## config.mk

```make
export PLATFORM = sky130hd
export DESIGN_NAME = if_fetch_unit_flat
export DESIGN_NICKNAME = d
export VERILOG_FILES = /design/src/rtl/if_fetch_unit_if.sv /design/src/rtl/if_fetch_unit.sv /design/src/flat_wrapper.sv
export SDC_FILE = /design/constraint.sdc
export NUM_CORES = 1
export LEC_CHECK = 0
export ABC_AREA = 0
export CAP_MARGIN = 20
export CORE_MARGIN = 4
export CORE_UTILIZATION = 45
export DETAILED_ROUTE_END_ITERATION = 12
export GPL_TIMING_DRIVEN = 1
export PLACE_DENSITY = 0.92
export RECOVER_POWER = 25
export SLEW_MARGIN = 15
export SYNTH_ARGS = -nofsm -noshare
export SYNTH_HDL_FRONTEND = slang
export SYNTH_SLANG_ARGS = --single-unit
export TNS_END_PERCENT = 100
```

## constraint.sdc

```tcl
create_clock -name CLK -period 5.28 [get_ports CLK]
set_clock_uncertainty 0.1 [all_clocks]
set_input_delay 1.056 -clock CLK [delete_from_list [all_inputs] [get_ports CLK]]
set_output_delay 1.056 -clock CLK [all_outputs]
set_load 0.05 [all_outputs]
```

## src/rtl/if_fetch_unit_if.sv

```systemverilog
// Fetch-unit bus bundle: PC register control, instruction-memory request/response
// channel and the decode-facing output register handshake.
interface if_fetch_unit_if #(
  parameter int ADDR_W = 32
);
  logic [ADDR_W-1:0] pc_if;
  logic              pc_en;
  logic              redirect;

  logic              imem_req_valid;
  logic              imem_req_ready;
  logic [ADDR_W-1:0] imem_req_addr;
  logic              imem_resp_valid;
  logic [31:0]       imem_resp_data;

  logic              id_valid;
  logic              id_ready;
  logic [31:0]       id_instr;
  logic [ADDR_W-1:0] id_pc;

  modport master (
    input  pc_if, redirect, imem_req_ready, imem_resp_valid, imem_resp_data, id_ready,
    output pc_en, imem_req_valid, imem_req_addr, id_valid, id_instr, id_pc
  );

  modport slave (
    output pc_if, redirect, imem_req_ready, imem_resp_valid, imem_resp_data, id_ready,
    input  pc_en, imem_req_valid, imem_req_addr, id_valid, id_instr, id_pc
  );
endinterface

```

## src/rtl/if_fetch_unit.sv

```systemverilog
// Instruction-fetch sequencer: one outstanding IMEM read, one-entry output register
// towards decode, PC-register enable and redirect squashing.
//
// state  | meaning
// S_REQ  | may issue a request for pc_if when the output register is free
// S_WAIT | one request outstanding; response is loaded or dropped
module if_fetch_unit #(
  parameter int                ADDR_W   = 32,
  parameter logic [ADDR_W-1:0] RESET_PC = 32'h40000000
) (
  input  logic           CLK,
  input  logic           RST,
  if_fetch_unit_if.master bus
);

  typedef enum logic {S_REQ, S_WAIT} state_t;

  state_t            state;
  logic              drop;
  logic [ADDR_W-1:0] req_pc;
  logic              id_valid_q;
  logic [31:0]       id_instr_q;
  logic [ADDR_W-1:0] id_pc_q;

  logic out_free;
  logic req_valid;
  logic req_fire;
  logic pc_en;
  logic resp_load;

  always_comb begin
    out_free  = !id_valid_q || bus.id_ready;
    req_valid = 1'b0;
    pc_en     = 1'b0;
    if (!RST) begin
      if (state == S_REQ) begin
        req_valid = out_free && !bus.redirect;
        pc_en     = bus.redirect || (req_valid && bus.imem_req_ready);
      end else begin
        pc_en = bus.redirect;
      end
    end
    req_fire  = req_valid && bus.imem_req_ready;
    // A response arriving with a redirect is already on the wrong path.
    resp_load = (state == S_WAIT) && bus.imem_resp_valid && !drop && !bus.redirect;
  end

  always_ff @(posedge CLK) begin
    if (RST) begin
      state      <= S_REQ;
      drop       <= 1'b0;
      req_pc     <= RESET_PC;
      id_valid_q <= 1'b0;
      id_instr_q <= 32'h0;
      id_pc_q    <= RESET_PC;
    end else begin
      case (state)
        S_REQ: begin
          if (req_fire) begin
            req_pc <= bus.pc_if;
            state  <= S_WAIT;
          end
        end
        S_WAIT: begin
          if (bus.imem_resp_valid) begin
            drop  <= 1'b0;
            state <= S_REQ;
          end else if (bus.redirect) begin
            drop <= 1'b1;
          end
        end
        default: state <= S_REQ;
      endcase

      // New entry wins over a same-cycle consume; redirect flushes a held entry.
      if (resp_load) begin
        id_valid_q <= 1'b1;
        id_instr_q <= bus.imem_resp_data;
        id_pc_q    <= req_pc;
      end else if (bus.redirect || bus.id_ready) begin
        id_valid_q <= 1'b0;
      end
    end
  end

  assign bus.imem_req_valid = req_valid;
  assign bus.imem_req_addr  = bus.pc_if;
  assign bus.pc_en          = pc_en;
  assign bus.id_valid       = id_valid_q;
  assign bus.id_instr       = id_instr_q;
  assign bus.id_pc          = id_pc_q;

endmodule
```

## src/flat_wrapper.sv

```systemverilog
// flat-port wrapper written by rule: the top's interface ports become plain ports
module if_fetch_unit_flat 
#(
  parameter int                ADDR_W   = 32,
  parameter logic [ADDR_W-1:0] RESET_PC = 32'h40000000
)
  (CLK, RST, bus_pc_if, bus_redirect, bus_imem_req_ready, bus_imem_resp_valid, bus_imem_resp_data, bus_id_ready, bus_pc_en, bus_imem_req_valid, bus_imem_req_addr, bus_id_valid, bus_id_instr, bus_id_pc);
  if_fetch_unit_if #(.ADDR_W(ADDR_W)) bus_i ();
  input  logic CLK;
  input  logic RST;
  input wire logic [$bits(bus_i.pc_if)-1:0] bus_pc_if;
  input wire logic [$bits(bus_i.redirect)-1:0] bus_redirect;
  input wire logic [$bits(bus_i.imem_req_ready)-1:0] bus_imem_req_ready;
  input wire logic [$bits(bus_i.imem_resp_valid)-1:0] bus_imem_resp_valid;
  input wire logic [$bits(bus_i.imem_resp_data)-1:0] bus_imem_resp_data;
  input wire logic [$bits(bus_i.id_ready)-1:0] bus_id_ready;
  output wire logic [$bits(bus_i.pc_en)-1:0] bus_pc_en;
  output wire logic [$bits(bus_i.imem_req_valid)-1:0] bus_imem_req_valid;
  output wire logic [$bits(bus_i.imem_req_addr)-1:0] bus_imem_req_addr;
  output wire logic [$bits(bus_i.id_valid)-1:0] bus_id_valid;
  output wire logic [$bits(bus_i.id_instr)-1:0] bus_id_instr;
  output wire logic [$bits(bus_i.id_pc)-1:0] bus_id_pc;
  assign bus_i.pc_if = bus_pc_if;
  assign bus_i.redirect = bus_redirect;
  assign bus_i.imem_req_ready = bus_imem_req_ready;
  assign bus_i.imem_resp_valid = bus_imem_resp_valid;
  assign bus_i.imem_resp_data = bus_imem_resp_data;
  assign bus_i.id_ready = bus_id_ready;
  assign bus_pc_en = bus_i.pc_en;
  assign bus_imem_req_valid = bus_i.imem_req_valid;
  assign bus_imem_req_addr = bus_i.imem_req_addr;
  assign bus_id_valid = bus_i.id_valid;
  assign bus_id_instr = bus_i.id_instr;
  assign bus_id_pc = bus_i.id_pc;
  if_fetch_unit #(.ADDR_W(ADDR_W), .RESET_PC(RESET_PC)) u_core (.CLK(CLK), .RST(RST), .bus(bus_i));
endmodule
```

== Word-level counts from Yosys, hierarchy flattened ==
Index checks and enable logic that the tools add are counted.

* Mux-type cells: 11
* Bitwise logic cells: 1
* Reductions and logical operators: 16

{| class="wikitable"
|+ Operators with widths
! cell !! count
|-
| two-way mux 1 bit || 10
|-
| logical AND 1 bit || 6
|-
| AND reduction 2 bit || 2
|-
| nonzero test 2 bit || 2
|-
| logical NOT 1 bit || 3
|-
| logical OR 1 bit || 3
|-
| one-hot mux 1 bit (2 select lines) || 1
|-
| NOT 1 bit || 1
|}

* Register bits after elaboration: 99
* Input port bits: 70
* Logic and storage cells: 34

== Longest topological paths before layout ==
Gate-level depths: netlist (run 1).

* Word-level depth: 8
* Depth in mapped cells: 5

== Worst setup path before layout (run 1) ==
Ideal clock, no wire load.

* Path kind: in2out
* Start: input port RST
* End: output port bus_imem_req_valid
* Arrival: 3.147 ns
* Data required time: 4.124 ns
* Setup slack: 0.977 ns
* Cell stages on the path: 4
* Buffers on the path: 3
* Cells stage by stage: clkbuf_1 clkbuf_1 buf_2 nor4_1

* Word-level cells in the longest chain between the ends: 1

{| class="wikitable"
|+ RTL lines
! what !! line !! source
|-
| start: declaration || flat_wrapper.sv:10 || <nowiki>input logic RST;</nowiki>
|-
| two-way mux 1 bit || if_fetch_unit.sv:35 || <nowiki>if (!RST) begin</nowiki>
|-
| end: declaration || flat_wrapper.sv:18 || <nowiki>output wire logic [$bits(bus_i.imem_req_valid)-1:0] bus_imem_req_valid;</nowiki>
|}

Every way passes these cells.

== Worst setup path in the final report (run 1) ==
* Start: input port bus_redirect
* End: output port bus_pc_en

* Word-level cells in the longest chain between the ends: 6

{| class="wikitable"
|+ RTL lines
! what !! line !! source
|-
| start: declaration || flat_wrapper.sv:12 || <nowiki>input wire logic [$bits(bus_i.redirect)-1:0] bus_redirect;</nowiki>
|-
| logical NOT 1 bit || if_fetch_unit.sv:37 || <nowiki>req_valid = out_free && !bus.redirect;</nowiki>
|-
| logical AND 1 bit || if_fetch_unit.sv:37 ||
|-
| logical AND 1 bit || if_fetch_unit.sv:38 || <nowiki>pc_en = bus.redirect || (req_valid && bus.imem_req_ready);</nowiki>
|-
| logical OR 1 bit || if_fetch_unit.sv:38 ||
|-
| two-way mux 1 bit (*) || if_fetch_unit.sv:36 || <nowiki>if (state == S_REQ) begin</nowiki>
|-
| two-way mux 1 bit (*) || if_fetch_unit.sv:35 ||
|-
| end: declaration || flat_wrapper.sv:17 || <nowiki>output wire logic [$bits(bus_i.pc_en)-1:0] bus_pc_en;</nowiki>
|}

Every way passes the cells marked *; elsewhere a longest branch is shown, timed or not.

==> results of run 1 <==
==> worst min-delay path, stage by stage (launching register included) <==
cell and delay (ps):
dfxtp_1 310, nand2_1 50, a21oi_1 50
==> cells by family after synthesis <==
kind of cell           Yosys count
DFF                             99
buffers and inverters           63
AOI/OAI and AO/OA               68
muxes                           32
and+or+nand+nor                169
==> power groups by stage <==
stage	clock network, mW	logic (mW)	registers (mW)
finish	0.478	0.228	0.776
global route	0.520	0.239	0.778
CTS	0.489	0.230	0.776
detailed placement	0	0.229	0.793
global placement	0	0.225	0.792
floorplan	0	0.127	0.809
==> final timing paths <==
path | start | end | slack (ps) | depth (start not counted)
hold reg to reg | u_core.req_pc[8] | u_core.bus.id_pc[8] | 340 | 2
setup / recovery | bus_redirect | bus_pc_en | 810 | 4
setup reg to reg | u_core.state | u_core.req_pc[15] | 3200 | 4
hold / removal | u_core.req_pc[8] | u_core.bus.id_pc[8] | 340 | 2
==> cell type report <==
cell class / count / share of cell area [%]
multi-input combinational: 269 / 28.2
tap: 105 / 2.35
timing repair buffer: 171 / 30.4
clock inverter: 4 / 0.894
sequential: 99 / 35.4
inverter: 2 / 0.134
clock buffer: 12 / 2.59
==> layer usage <==
layer | global-route usage (%) | part of all wire, % | vias to the layer above
met2 | 33.3 | 51 | 117
met1 | 22.2 | 40 | 1523
met3 | 3.99 | 7.0 | 16
met5 | 0 | 0 | -
met4 | 6.24 | 1.7 | 0
li1 | - | - | 1597
==> cell usage after synthesis <==
cell       instances  area (um2)
o21ai_0            2        10.0
a21oi_1           65         325
nand4bb_1          1        11.3
a211oi_1           1        7.51
clkbuf_1          15        56.3
inv_1              2        7.51
or4_1              1        7.51
buf_4             32         240
nor2_1             1        3.75
buf_1              7        26.3
nand2b_1           2        12.5
buf_2              4        20.0
nand3b_1           1        7.51
mux2i_1            1        10.0
buf_6              3        33.8
mux2_4            27         405
nor4bb_1           1        10.0
nor4_1             1        6.26
dfxtp_1           99        1980
nor2b_1           32         200
nand2_1          129         484
mux2_2             4        45.0
==> state kept, by name, summed over array words and instances, names as in the netlist <==
signal,cells
u_core.bus.id_valid,1
u_core.state,1
u_core.bus.id_pc,32
u_core.req_pc,32
u_core.drop,1
u_core.bus.id_instr,32
==> flow_summary_export.csv, run 1 <==
group,metric,value,unit
final_layout,n_fill_cell,703,
detailed_routing,dr.pass1.iters,6,
worst_setup_path,path_buf_inv,2,
synth,synth_nets,501,
floorplan,coreArea,8340,um2
cts,h-tree-depth,3,
cts,clock_sinks,99,
sta,setup_slack,813,ps
sta,relSlewSlack,35.0,%
synth,yosys_warnings,0,
detailed_routing,drtAntennaViolNets,0,
sta,fin_crit_sh,84.6,%
floorplan,fp-row-count,33,
final_layout,register_area,1980,um2
worst_setup_path,cpMostUsedCell,"clkdlybuf4s50_1",
grt,grt_pass1_wl,15.5,mm
cts,holdBufCountCts,0,
final_layout,final_area,5600,um2
power_and_ir_drop,fin_total_pwr,1.48,mW
cts,cts_tree,"yes",
sta,whs,340,ps
final_layout,final_common_cell,"nand2_1",
floorplan,ios,169,
sta,maxSlewViolCount,0,
cts,numCtsBuffers,9,
grt,grtUsageTotal,18.7,%
detailed_routing,via_per_inst,4.91,
power_and_ir_drop,power.internal,1.10,mW
final_layout,multiInputGateArea,1580,um2
grt,overflow,0,
placement,gp_congestion,0.767,
worst_hold_path,hp-class,"register to register",
detailed_routing,vias,3253,
synth,seq_area_frac_synth,50.7,%
cts,cts_setup_buffers,0,
worst_setup_path,critical_path_class,"input port to output port",
synth,synth_top_family_by_area,"simple AND/OR/NAND/NOR gates",
placement,portBuffers,168,
worst_setup_path,critPathMaxFanout,6,
sta,fmax,224,MHz
worst_setup_path,cp_slowest_cell,"clkdlybuf4s50_1",
grt,grt_max_degree,101,
final_layout,final_util,67.1,%
worst_setup_path,cp.required,4120,ps
floorplan,die_h,101,um
final_layout,nets,622,
power_and_ir_drop,p_per_area,265,nW/um2
sta,hold_viol,0,
sta,min_period,4470,ps
detailed_routing,drt_iter0_drc,135,
cts,ctsResizeCount,0,
placement,dp_slack,806,ps
synth,syn_area,3910,um2
floorplan,start_util,46.9,%
job,maxCapViolCount,0,
worst_setup_path,critPathLaunchType,"input port",
cts,clk_latency,340,ps
floorplan,dieArea,10300,um2
synth,synth_xor_area_share,0,%
floorplan,die_w,101,um
power_and_ir_drop,p_leak,2.23,nW
cts,root_buffer,"clkbuf_8",
synth,syn_inst,431,
detailed_routing,avgRoutedWirePerCell,15.1,um
sta,finalSetupViolCount,0,
synth,ys_ff_latch,99,
cts,clkTransAtPathRegs,90,ps
worst_setup_path,path_cells,"clkdlybuf4s50_1 > or4_2 > o21ai_0 > clkdlybuf4s50_1",
power_and_ir_drop,pwr-share-seq,52.4,%
placement,dpl-instance-area,5400,um2
sta,tns,0,ps
worst_setup_path,critPathMaxStageDelay,850,ps
power_and_ir_drop,pwr-share-clk,32.3,%
final_layout,antenna_cells,0,
placement,dp_hpwl,6.96,mm
outcome,status,"complete, no violations",
power_and_ir_drop,netSwitchingFraction,25.5,%
final_layout,mostFrequentLayoutCells,"nand2_1 (129), clkdlybuf4s50_1 (119), dfxtp_1 (99)",
final_layout,area_growth,43.0,%
synth,avgSynthCellArea,9.08,um2
synth,synthMuxAreaShare,11.8,%
final_layout,instances_no_fill,662,
cts,cts_buffer_depth,2,
synth,yosys.area_share.adder,0,%
worst_setup_path,critPathCaptureType,"output port",
sta,rsz0062_at_grt,"no",
final_layout,drive_above_1_share,9.34,%
grt,grt_pass1_vias,3286,
power_and_ir_drop,switchingPower,0.378,mW
detailed_routing,drt_wl_total,9.98,mm
worst_setup_path,worstPathArrival,3310,ps
worst_setup_path,cp_top_family,"buffers and inverters",
power_and_ir_drop,vdd_drop_max,0.146,mV
grt,antenna_found_initial,0,
synth,synth-simple-area-share,19.0,%
power_and_ir_drop,power_frac_comb,15.4,%
synth,synth_compound_area_share,8.76,%
placement,place_inst,646,
synth,synth.distinct_cells,22,
sta,tightest_slew,976,ps
detailed_routing,drc_errors,0,
Note: power is estimated with default switching activity, not from simulation.
==> inputs of run 2 (changes only) <==
--- a/config.mk
+++ b/config.mk
@@ -8,10 +8,10 @@
 export ABC_AREA = 0
 export CAP_MARGIN = 20
 export CORE_MARGIN = 4
-export CORE_UTILIZATION = 45
+export CORE_UTILIZATION = 42
 export DETAILED_ROUTE_END_ITERATION = 12
 export GPL_TIMING_DRIVEN = 1
-export PLACE_DENSITY = 0.92
+export PLACE_DENSITY = 0.87
 export RECOVER_POWER = 25
 export SLEW_MARGIN = 15
 export SYNTH_ARGS = -nofsm -noshare
==> constraint.sdc (replaced) <==
create_clock -name CLK -period 4.4 [get_ports CLK]
set_clock_uncertainty 0.1 [all_clocks]
set_input_delay 0.88 -clock CLK [delete_from_list [all_inputs] [get_ports CLK]]
set_output_delay 0.88 -clock CLK [all_outputs]
set_load 0.05 [all_outputs]
==> run 2 against run 1 <==
  * Register-to-register slack worse by 1400 ps
  * Die area is 6.6% higher
  * Sequential cell count stayed put
  * Via count is 2.1% lower
  * Setup slack got worse by 150 ps
  * Clock power is 14% higher
  * Critical endpoint is now bus_imem_req_valid
  * Largest cell class unchanged
  * Largest power group unchanged
==> flow_summary_export.csv, run 2 (synthesized netlist as in run 1, its figures left out) <==
group,metric,value,unit
final_layout,drive_above_1_share,9.52,%
final_layout,final_common_cell,"nand2_1",
power_and_ir_drop,vdd_drop_max,0.155,mV
cts,clk_latency,340,ps
sta,relSlewSlack,22.6,%
worst_setup_path,worstPathArrival,2760,ps
detailed_routing,vias,3184,
cts,holdBufCountCts,0,
detailed_routing,via_per_inst,4.79,
worst_setup_path,critical_path_class,"input port to output port",
floorplan,ios,169,
sta,rsz0062_at_grt,"no",
final_layout,n_fill_cell,763,
detailed_routing,drt_wl_total,9.72,mm
detailed_routing,dr.pass1.iters,4,
detailed_routing,drt_iter0_drc,97,
grt,antenna_found_initial,0,
floorplan,dieArea,10900,um2
sta,tns,0,ps
cts,numCtsBuffers,9,
worst_setup_path,ff2ff_setup_slack,1850,ps
worst_setup_path,critPathCaptureType,"output port",
power_and_ir_drop,switchingPower,0.442,mW
sta,min_period,3740,ps
final_layout,mostFrequentLayoutCells,"nand2_1 (129), clkdlybuf4s50_1 (118), dfxtp_1 (99)",
sta,fin_crit_sh,84.9,%
outcome,status,"complete, no violations",
placement,gp_congestion,0.702,
sta,fmax,268,MHz
sta,hold_viol,0,
job,maxCapViolCount,0,
worst_setup_path,critPathMaxStageDelay,870,ps
cts,clkTransAtPathRegs,90,ps
grt,grt_pass1_wl,15.4,mm
floorplan,die_w,105,um
final_layout,area_growth,43.2,%
placement,portBuffers,168,
worst_hold_path,hp-class,"register to register",
floorplan,die_h,105,um
final_layout,final_area,5600,um2
sta,finalSetupViolCount,0,
worst_setup_path,cp.required,3420,ps
detailed_routing,drtAntennaViolNets,0,
floorplan,fp-row-count,34,
cts,cts_tree,"yes",
grt,grt_max_degree,99,
power_and_ir_drop,p_per_area,312,nW/um2
worst_setup_path,critPathLaunchType,"input port",
power_and_ir_drop,p_leak,2.22,nW
cts,cts_buffer_depth,2,
detailed_routing,drc_errors,0,
cts,h-tree-depth,3,
cts,root_buffer,"clkbuf_8",
worst_setup_path,cp_slowest_cell,"clkdlybuf4s50_1",
cts,clock_sinks,99,
power_and_ir_drop,netSwitchingFraction,25.2,%
power_and_ir_drop,pwr-share-seq,53.2,%
final_layout,antenna_cells,0,
worst_setup_path,critPathMaxFanout,6,
placement,dpl-instance-area,5420,um2
floorplan,start_util,44.0,%
sta,tightest_slew,1160,ps
detailed_routing,avgRoutedWirePerCell,14.6,um
placement,dp_hpwl,6.95,mm
grt,overflow,0,
worst_setup_path,path_cells,"dlygate4sd3_1 > nor4_1 > clkdlybuf4s50_1",
power_and_ir_drop,power.internal,1.31,mW
grt,grtUsageTotal,17.0,%
cts,cts_setup_buffers,0,
floorplan,coreArea,8890,um2
grt,grt_pass1_vias,3224,
power_and_ir_drop,pwr-share-clk,31.1,%
final_layout,nets,623,
cts,ctsResizeCount,0,
power_and_ir_drop,power_frac_comb,15.7,%
sta,maxSlewViolCount,0,
-- run 2: cell count changes in the layout (fill, tap and decap cells not counted), sizes merged --
cell	previous run	this run
clkdlybuf4s50	119	118
clkinv	1	0
buf	4	5
clkinvlp	2	3
-- run 2: routing by layer --
layer	wire [um]	GRT usage [%]	up-vias	share of wire, %
met5	0	0	-	0
met4	206	6.36	0	2.1
met3	584	3.91	18	6.0
met2	4990	31.1	111	51
met1	3950	19.0	1458	41
li1	-	-	1597	-
-- run 2: cell type report --
class                           count  area (um2)  area share (%)
Clock buffer                       11         131            2.34
Clock inverter                      4        52.6           0.938
Inverter                            2        7.51           0.134
Multi-Input combinational cell    269        1580            28.2
Sequential cell                    99        1980            35.4
Tap cell                          108         135            2.41
Timing Repair Buffer              172        1720            30.6
-- run 2: critical path: cells and delay by family --
| family | cells | cell delay [ps] |
|---|---|---|
| buffers and inverters | 2 | 1520 |
| AND/OR/NAND/NOR | 1 | 360 |
-- run 2: through the flow --
step           utilization (%)  setup WS [ps]  instances  hold WS [ps]  total power [mW]
2_1_floorplan                -            449        431           327              1.12
6_report                  63.0            663        665           341              1.75
3_3_place_gp              61.0            846        650           332              1.22
4_1_cts                   63.1            768        665           345              1.78
5_1_grt                   63.0            612        665           371              1.83
3_5_place_dp              61.0            789        650           337              1.23
-- run 2: power by group through the flow --
stage | clock, mW | combinational (mW) | sequential [mW]
2_1_floorplan | 0 | 0.153 | 0.970
4_1_cts | 0.569 | 0.278 | 0.932
5_1_grt | 0.606 | 0.287 | 0.934
6_report | 0.545 | 0.275 | 0.931
3_5_place_dp | 0 | 0.277 | 0.952
3_3_place_gp | 0 | 0.273 | 0.950
-- run 2: final timing paths --
check,endpoint,cells past startpoint,from
worst max-delay path,bus_imem_req_valid,3,bus_redirect
worst min-delay path,u_core.bus.id_pc[14],2,u_core.req_pc[14]
worst max register to register,u_core.req_pc[9],4,u_core.state
worst min register to register,u_core.bus.id_pc[14],2,u_core.req_pc[14]
==> inputs of run 3 (changes only) <==
--- a/config.mk
+++ b/config.mk
@@ -8,10 +8,10 @@
 export ABC_AREA = 0
 export CAP_MARGIN = 20
 export CORE_MARGIN = 4
-export CORE_UTILIZATION = 42
+export CORE_UTILIZATION = 38
 export DETAILED_ROUTE_END_ITERATION = 12
 export GPL_TIMING_DRIVEN = 1
-export PLACE_DENSITY = 0.87
+export PLACE_DENSITY = 0.83
 export RECOVER_POWER = 25
 export SLEW_MARGIN = 15
 export SYNTH_ARGS = -nofsm -noshare
==> constraint.sdc (replaced) <==
create_clock -name CLK -period 3.37 [get_ports CLK]
set_clock_uncertainty 0.1 [all_clocks]
set_input_delay 0.674 -clock CLK [delete_from_list [all_inputs] [get_ports CLK]]
set_output_delay 0.674 -clock CLK [all_outputs]
set_load 0.05 [all_outputs]
==> run 3 against run 2 <==
  * Via count fell by 0.41%
  * Register-to-register slack got worse by 1100 ps
  * First-iteration DRC count rose by 49%
  * Critical endpoint is now bus_pc_en
  * Largest power group unchanged
==> flow_summary_export.csv, run 3 (synthesized netlist as in run 1, its figures left out) <==
group,metric,value,unit
floorplan,dieArea,12000,um2
floorplan,start_util,39.5,%
worst_hold_path,hold_depth,2,
cts,root_buffer,"clkbuf_8",
final_layout,final_area,5660,um2
cts,clk_latency,350,ps
sta,min_period,3020,ps
power_and_ir_drop,pwr-share-clk,32.1,%
worst_setup_path,cp.required,2600,ps
grt,grt_pass1_vias,3266,
grt,antenna_found_initial,0,
final_layout,n_fill_cell,872,
power_and_ir_drop,switchingPower,0.593,mW
floorplan,fp-row-count,36,
detailed_routing,avgRoutedWirePerCell,13.7,um
final_layout,drive_above_1_share,10.4,%
job,maxCapViolCount,0,
final_layout,mostFrequentLayoutCells,"nand2_1 (129), clkdlybuf4s50_1 (118), dfxtp_1 (99)",
worst_setup_path,worstPathArrival,2250,ps
detailed_routing,top_layer_used,"met4",
detailed_routing,drtAntennaViolNets,0,
sta,whs,351,ps
placement,gp_congestion,0.679,
outcome,status,"complete, no violations",
cts,holdBufCountCts,0,
placement,dpl-instance-area,5470,um2
placement,dp_slack,416,ps
final_layout,final_common_cell,"nand2_1",
placement,portBuffers,168,
detailed_routing,dr_wl_met2,4.70,mm
sta,rsz0062_at_grt,"no",
sta,tns,0,ps
cts,clkTransAtPathRegs,90,ps
detailed_routing,drt-met1-wl,3.85,mm
sta,relSlewSlack,22.0,%
worst_setup_path,critPathCaptureType,"output port",
final_layout,nets,625,
final_layout,final_util,57.1,%
sta,setup_slack,347,ps
final_layout,instances_no_fill,693,
worst_setup_path,critPathLaunchType,"input port",
sta,fin_crit_sh,89.7,%
detailed_routing,drc_errors,0,
sta,maxSlewViolCount,0,
power_and_ir_drop,fin_total_pwr,2.32,mW
power_and_ir_drop,netSwitchingFraction,25.5,%
cts,cts_tree,"yes",
worst_setup_path,rr_worst_depth,4,
floorplan,die_w,109,um
power_and_ir_drop,p_leak,2.25,nW
floorplan,die_h,109,um
floorplan,coreArea,9910,um2
placement,place_inst,677,
cts,cts_setup_buffers,0,
power_and_ir_drop,vdd_drop_max,0.240,mV
detailed_routing,vias,3171,
power_and_ir_drop,power_frac_comb,15.5,%
detailed_routing,via_per_inst,4.58,
sta,fmax,331,MHz
power_and_ir_drop,power.internal,1.73,mW
cts,numCtsBuffers,9,
detailed_routing,drt_iter0_drc,145,
final_layout,multiInputGateArea,1590,um2
worst_hold_path,hp-class,"register to register",
grt,overflow,0,
power_and_ir_drop,p_per_area,410,nW/um2
detailed_routing,dr.pass1.iters,4,
grt,grtUsageTotal,15.8,%
worst_setup_path,critical_path_class,"input port to output port",
cts,clock_sinks,99,
cts,h-tree-depth,3,
final_layout,antenna_cells,0,
final_layout,register_area,1980,um2
sta,tightest_slew,1170,ps
detailed_routing,routed-wl-met3,781,um
grt,grt_max_degree,66,
detailed_routing,drt_wl_total,9.49,mm
final_layout,area_growth,44.7,%
sta,hold_viol,0,
worst_setup_path,critPathMaxFanout,3,
placement,dp_hpwl,6.81,mm
cts,cts_buffer_depth,2,
cts,ctsResizeCount,0,
power_and_ir_drop,pwr-share-seq,52.3,%
grt,grt_pass1_wl,15.2,mm
sta,finalSetupViolCount,0,
floorplan,ios,169,
==> run 3: critical path, cell delays in order <==
cell	delay [ps]
dlygate4sd3_1	520
nor2b_1	60
or4_2	630
o21ai_0	180
buf_12	190
==> run 3: area by class of cell <==
type / instances / share of cell area (%)
clock buffer: 11 / 2.50
multi-input combinational: 269 / 28.0
timing repair buffer: 174 / 30.5
inverter: 2 / 0.133
tap: 133 / 2.94
sequential: 99 / 35.0
clock inverter: 5 / 0.928
==> run 3: power by group through the flow <==
stage                     registers [mW]  logic, mW  clock network (mW)
after floorplan                     1.27      0.200                   0
after global placement              1.24      0.358                   0
after detailed placement            1.24      0.364                   0
after CTS                           1.22      0.365               0.773
after global routing                1.22      0.380               0.811
final                               1.22      0.361               0.746
==> run 3: worst paths after layout <==
check	slack [ps]	to	start
setup / recovery	350	bus_pc_en	bus_id_ready
hold / removal	350	u_core.bus.id_pc[12]	u_core.req_pc[12]
setup reg to reg	780	u_core.req_pc[22]	u_core.state
hold reg to reg	350	u_core.bus.id_pc[12]	u_core.req_pc[12]
==> run 3: routing by layer <==
metal  vias up  GRT usage, %
met2       120          27.9
li1       1599             -
met3        14          4.23
met4         0          6.23
met1      1438          18.1
met5         -             0
